### src/rtl/matmul_stream_feeder.sv
// matmul_stream_feeder
//   AXI-Stream initiator for the 4x4 matmul accelerator. Operands A (words 0-15)
//   and B (words 16-31) are written through a simple register port. On start they
//   are streamed A-then-B, row-major, on the master stream. The 16-word result C
//   is then collected from the slave stream and can be read back through rd_addr/rd_data.
//
//   Optional feature macro: MATMUL_FEEDER_TIMEOUT_EN
//     When defined, a watchdog in RECV counts cycles with ss_tvalid=0. It is cleared
//     on every beat. When it reaches pTIMEOUT it sets timeout_err and ends the run.
//     When undefined, timeout_err is tied to 0 and RECV waits indefinitely.
//
// Ports
//   axis_clk, axis_rst_n   clock and synchronous reset (the reset is ACTIVE-HIGH despite its name)
//   wr_en/wr_addr/wr_data  operand buffer write; addr 0-15 -> A, addr 16-31 -> B
//   start                  run request; accepted in IDLE only
//   busy, done             busy in SEND/RECV; done is a one-cycle end-of-run pulse
//   tlast_err, timeout_err sticky status of the last run
//   rd_addr/rd_data        result readback (1-cycle latency)
//   sm_*                   operand stream out (to accelerator ss_*)
//   ss_*                   result stream in (from accelerator sm_*)
module matmul_stream_feeder #(
  parameter int pDATA_WIDTH = 32,
  parameter int pN_OPERAND  = 32,
  parameter int pN_RESULT   = 16,
  parameter int pTIMEOUT    = 1024
) (
  input  logic                   axis_clk,
  input  logic                   axis_rst_n,
  input  logic                   wr_en,
  input  logic [4:0]             wr_addr,
  input  logic [pDATA_WIDTH-1:0] wr_data,
  input  logic                   start,
  output logic                   busy,
  output logic                   done,
  output logic                   tlast_err,
  output logic                   timeout_err,
  input  logic [3:0]             rd_addr,
  output logic [pDATA_WIDTH-1:0] rd_data,
  output logic                   sm_tvalid,
  output logic [pDATA_WIDTH-1:0] sm_tdata,
  output logic                   sm_tlast,
  input  logic                   sm_tready,
  input  logic                   ss_tvalid,
  input  logic [pDATA_WIDTH-1:0] ss_tdata,
  input  logic                   ss_tlast,
  output logic                   ss_tready
);

  localparam int TXW = $clog2(pN_OPERAND);
  localparam int RXW = $clog2(pN_RESULT);
  localparam logic [TXW-1:0] TX_LAST = TXW'(pN_OPERAND - 1);
  localparam logic [RXW-1:0] RX_LAST = RXW'(pN_RESULT - 1);

  typedef enum logic [1:0] {S_IDLE, S_SEND, S_RECV, S_DONE} state_t;

  state_t state, next_state;

  logic [pDATA_WIDTH-1:0] op_buf  [pN_OPERAND];
  logic [pDATA_WIDTH-1:0] res_buf [pN_RESULT];
  logic [TXW-1:0]         tx_cnt;
  logic [RXW-1:0]         rx_cnt;
  logic                   tx_beat;
  logic                   rx_beat;
  logic                   timeout_fire;

  // The stream outputs are decoded from the registered state. As a result, the
  // handshake beats only combine registered valid/ready with the partner's input.
  assign tx_beat = (state == S_SEND) && sm_tready;
  assign rx_beat = (state == S_RECV) && ss_tvalid;

  // ---- state register ----
  always_ff @(posedge axis_clk) begin
    if (axis_rst_n) state <= S_IDLE;
    else            state <= next_state;
  end

  // ---- next-state logic ----
  always_comb begin
    next_state = state;
    case (state)
      S_IDLE: if (start) next_state = S_SEND;
      S_SEND: if (tx_beat && (tx_cnt == TX_LAST)) next_state = S_RECV;
      S_RECV: if ((rx_beat && (rx_cnt == RX_LAST)) || timeout_fire) next_state = S_DONE;
      S_DONE: next_state = S_IDLE;
      default: next_state = S_IDLE;
    endcase
  end

  // ---- output decode ----
  always_comb begin
    busy      = (state == S_SEND) || (state == S_RECV);
    done      = (state == S_DONE);
    sm_tvalid = (state == S_SEND);
    sm_tlast  = (state == S_SEND) && (tx_cnt == TX_LAST);
    sm_tdata  = (state == S_SEND) ? op_buf[tx_cnt] : '0;
    ss_tready = (state == S_RECV);
  end

  // ---- counters, buffers and status ----
  always_ff @(posedge axis_clk) begin
    if (axis_rst_n) begin
      tx_cnt    <= '0;
      rx_cnt    <= '0;
      tlast_err <= 1'b0;
      rd_data   <= '0;
      for (int i = 0; i < pN_OPERAND; i++) op_buf[i]  <= '0;
      for (int i = 0; i < pN_RESULT;  i++) res_buf[i] <= '0;
    end else begin
      rd_data <= res_buf[rd_addr];
      case (state)
        S_IDLE: begin
          // If a write and start arrive in the same cycle, the write lands at this
          // edge, so SEND already sees the new word.
          if (wr_en) op_buf[wr_addr] <= wr_data;
          if (start) begin
            tx_cnt    <= '0;
            tlast_err <= 1'b0;
          end
        end
        S_SEND: begin
          if (tx_beat) begin
            tx_cnt <= tx_cnt + 1'b1;
            if (tx_cnt == TX_LAST) rx_cnt <= '0;
          end
        end
        S_RECV: begin
          if (rx_beat) begin
            res_buf[rx_cnt] <= ss_tdata;
            rx_cnt          <= rx_cnt + 1'b1;
            // A tlast on an early beat, or a missing tlast on the final beat, is
            // flagged. Reception still runs to the full word count.
            if (rx_cnt == RX_LAST) begin
              if (!ss_tlast) tlast_err <= 1'b1;
            end else if (ss_tlast) begin
              tlast_err <= 1'b1;
            end
          end
        end
        default: ;
      endcase
    end
  end

`ifdef MATMUL_FEEDER_TIMEOUT_EN
  localparam int IDW = $clog2(pTIMEOUT + 1);
  localparam logic [IDW-1:0] IDLE_LAST = IDW'(pTIMEOUT - 1);

  logic [IDW-1:0] idle_cnt;

  // The watchdog fires on the pTIMEOUT-th consecutive idle RECV cycle.
  assign timeout_fire = (state == S_RECV) && !ss_tvalid && (idle_cnt == IDLE_LAST);

  // ---- RX watchdog ----
  always_ff @(posedge axis_clk) begin
    if (axis_rst_n) begin
      idle_cnt    <= '0;
      timeout_err <= 1'b0;
    end else begin
      if ((state != S_RECV) || ss_tvalid) idle_cnt <= '0;
      else                                idle_cnt <= idle_cnt + 1'b1;
      if ((state == S_IDLE) && start) timeout_err <= 1'b0;
      else if (timeout_fire)          timeout_err <= 1'b1;
    end
  end
`else
  assign timeout_fire = 1'b0;
  assign timeout_err  = 1'b0;
`endif

endmodule
### config.mk
export PLATFORM = sky130hd
export DESIGN_NAME = matmul_stream_feeder
export DESIGN_NICKNAME = d
export VERILOG_FILES = /design/src/rtl/matmul_stream_feeder.sv
export SDC_FILE = /design/constraint.sdc
export NUM_CORES = 2
export LEC_CHECK = 0
export BUFFER_PORTS_ARGS = -buffer_cell sky130_fd_sc_hd__clkbuf_2
export CAP_MARGIN = 0
export CELL_PAD_IN_SITES_DETAIL_PLACEMENT = 0
export CELL_PAD_IN_SITES_GLOBAL_PLACEMENT = 1
export CORE_MARGIN = 8
export CORE_UTILIZATION = 50
export DETAILED_ROUTE_END_ITERATION = 16
export HOLD_SLACK_MARGIN = 0.1
export PLACE_DENSITY = 0.82
export SYNTH_ARGS = -nofsm -noshare
export SYNTH_HDL_FRONTEND = slang
export SYNTH_SLANG_ARGS = --single-unit
export TNS_END_PERCENT = 50
### constraint.sdc
create_clock -name axis_clk -period 3.9 [get_ports axis_clk]
set_input_delay 0.585 -clock axis_clk [delete_from_list [all_inputs] [get_ports axis_clk]]
set_output_delay 0.585 -clock axis_clk [all_outputs]
set_load 0.01 [all_outputs]
==> results.cfg <==
[power_and_ir_drop]
combinationalPowerShare_pct = 8.2
switching_share_pct = 23.51
power.net_switching_w = 0.008946
power.leakage_nw = 28.46
p_int_w = 0.02911
seqPwrFrac_pct = 51.4
clockPowerShare_pct = 40.4
ir_drop_mv = 0.4605
p_per_area_nw_per_um2 = 475.5

[place]
place_ws_ns = 0.6609
portBuffers = 149
dp_hpwl_mm = 110.5
place_area_um2 = 74590
gp_congestion = 0.8032

[drt]
route.detailed.drc = 0
routed_via_density = 5.987
ant_nets = 0
wl_mm = 190.1
post_drt_wl_per_cell_um = 28.95
vias = 39310
drt_first_iter_violations = 4316
first_pass_iters = 6

[timing]
timing.fmax_mhz = 262.5
rsz0062_at_grt = yes
final.setup.tns_ns = 0
slew_viol_final = 0
hold_ws_ns = 0.2303
timing_hold_violations_final = 0
post-route-period-util_pct = 97.69
worst_slew_margin_rel_pct = 44.25
setup_violations = 0
fin_ws_ns = 0.09011
finClkSkew_ns = 0.03120
worst_slew_pin_slew_ns = 0.8288
fin_crit_ns = 3.810

[clock_tree]
cts_made_buffers = 164
path_clk_slew_ns = 0.06
cts_root_buffer = clkbuf_16
cts_sinks = 1585
h-tree-depth = 4
postCtsHoldBufs = 0
cts_tree = yes
clk_latency_ns = 0.81
max-clock-path-buffers = 3

[critical_path]
crit_arrival_ns = 3.22
path_class = register to output pin
slowest_delay_ns = 0.57
cp_num_buf_inv = 2
worstPathMaxFanout = 31
crit_chain = buf_4 > mux2i_1 > a221oi_1 > o21ai_0 > a31oi_1 > clkbuf_2
reg2reg_to = op_buf[31][8]
start_kind = register
required_ns = 3.31
crit_path_end_kind = output pin
crit_family = compound AO/OA/AOI/OAI gates
r2r-start = state[1]
r2r_slack_ns = 0.76
cpMaxStageDelayCell = dfxtp_4
reg2regPathDepth = 7

[logic_synthesis]
yosys_warnings = 0
ys_seq_elements = 1585
synth_fp_nets = 4548
syn_avg_cell_area_um2 = 15.92
ys.flop_type = edfxtp_1
ys_async_sr_fraction_pct = 0
syn_area_um2 = 70970
syn_inst = 4457
ys_types = 42
ys_seq_area_share_pct = 66.37
synth-edff-count = 1536

[global_route]
grt_pass1_wl_mm = 277.3
antenna_found_initial = 26
track_usage_pct = 24.52
grt_max_degree = 41
grt_overflow = 0
grt_pass1_vias = 40480

[floorplanning]
dieArea_um2 = 154300
initial_core_util_pct = 50.25
die_w_um = 392.8
rows = 138
core_um2 = 141200
io-pin-count = 151
die_height_um = 392.8

[worst_hold_path]
holdCritStartpoint = ss_tdata[17]
hold_depth = 2
worstHoldPathType = input pin to register
hold_end = res_buf[7][17]

[run_status]
status = finished, final reports clean

[layout]
final_cell_mix = and2_1, edfxtp_1, mux4_2
fin_area_um2 = 80030
drive_gt1_share_pct = 24.27
layout_commonest_cell = and2_1
fin_nets = 4619
area_delta_synth_final_pct = 12.76

[job]
max_cap_viol_count = 0
==> per-stage QoR <==
stage | utilization (%) | total power (W) | cells
2_1_floorplan | - | 0.02158 | 4457
3_3_place_gp | 52.81 | 0.02293 | 6245
3_5_place_dp | 52.81 | 0.02301 | 6246
4_1_cts | 56.60 | 0.03820 | 6550
5_1_grt | 56.64 | 0.03904 | 6554
6_report | 56.66 | 0.03805 | 6565
==> how the worst max path moves through the flow <==
| stage | depth (start not counted) | slack, ns | end | start |
|---|---|---|---|---|
| 3_3_place_gp | 6 | 0.69 | sm_tdata[22] | register |
| 6_report | 6 | 0.09 | sm_tdata[29] | register |
| 2_1_floorplan | 5 | 1.02 | res_buf[15][0] | state[0] |
| 3_5_place_dp | 7 | 0.66 | sm_tdata[9] | register |
| 4_1_cts | 5 | 0.006 | sm_tdata[21] | state[1] |
| 5_1_grt | 7 | -0.001 | sm_tdata[12] | register |
==> area by class of cell <==
cell class | instances | area [µm²]
diodes | 15 | 37.54
clock inverters | 94 | 898.4
inverters | 5 | 21.27
repair buffers | 329 | 2800
fillers | 10740 | 61220
well taps | 1890 | 2365
clock buffers | 204 | 4355
flip-flops and latches | 1585 | 47120
multi-input cells | 2443 | 22430
==> metal layers <==
layer / track usage (%) / routed length [µm] / vias to the layer above
li1: - / - / 16580
met1: 32.67 / 74140 / 20430
met2: 40.08 / 91980 / 1909
met3: 5.817 / 17750 / 371
met4: 7.913 / 6106 / 18
met5: 0 / 113 / -
==> synthesized netlist by cell type, drive strengths merged, types with 6 or more instances <==
cell        n  area (µm²)
mux2       65       732.0
nor3        6       30.03
dfxtp      49       980.9
nand2      29       108.9
nor2       54       202.7
and2     1539        9628
o21ai      27       135.1
nand3       7       35.03
buf        82       417.9
edfxtp   1536       46120
o2111ai     8       70.07
a31oi      32       200.2
a22oi      34       255.2
clkbuf    342        1285
nor2b      37       231.5
mux2i      67       670.6
or2        49       306.5
ha         11       137.6
a221oi     24       210.2
o221ai     32       280.3
mux4      384        8648
==> power groups by stage <==
stage,clock network [W],registers [W],logic [W]
finish,0.0154,0.0196,0.00313
floorplan,0,0.0198,0.00175
detailed placement,0,0.0199,0.00308
global route,0.0161,0.0196,0.00328
CTS,0.0155,0.0196,0.00313
global placement,0,0.0199,0.00305
==> flip-flops by register name (all words and copies together) (netlist names), named ones only <==
| name | flops |
|---|---|
| tlast_err | 1 |
| state | 2 |
| rx_cnt | 4 |
| tx_cnt | 5 |
| res_buf | 512 |
| op_buf | 1024 |
| rd_data | 32 |
==> worst reg2reg max path, delay by kind of cell, from the launching register on <==
kind	cells	cell delay (ns)
adder cells (fa/ha/maj)	1	0.43
buffers and inverters	2	0.46
flip-flops	1	0.34
AND/OR/NAND/NOR	4	1.61
==> kinds of logic after synthesis <==
| logic type | after synthesis | share of synthesized area, % |
|---|---|---|
| simple gates | 1746 | 15.10 |
| flops | 1585 | 66.37 |
| mux | 516 | 14.16 |
| buf+inv | 429 | 2.426 |
| compound gates | 166 | 1.699 |
| fa+ha+maj | 11 | 0.1939 |
| xor+xnor | 3 | 0.03703 |
| other cells | 1 | 0.005284 |
==> repair_timing <==
action                     in CTS  in global routing
resized for setup               9                  8
buffers inserted                6                  0
setup endpoints to repair      32                 11
Power figures use the tool's default switching activity.
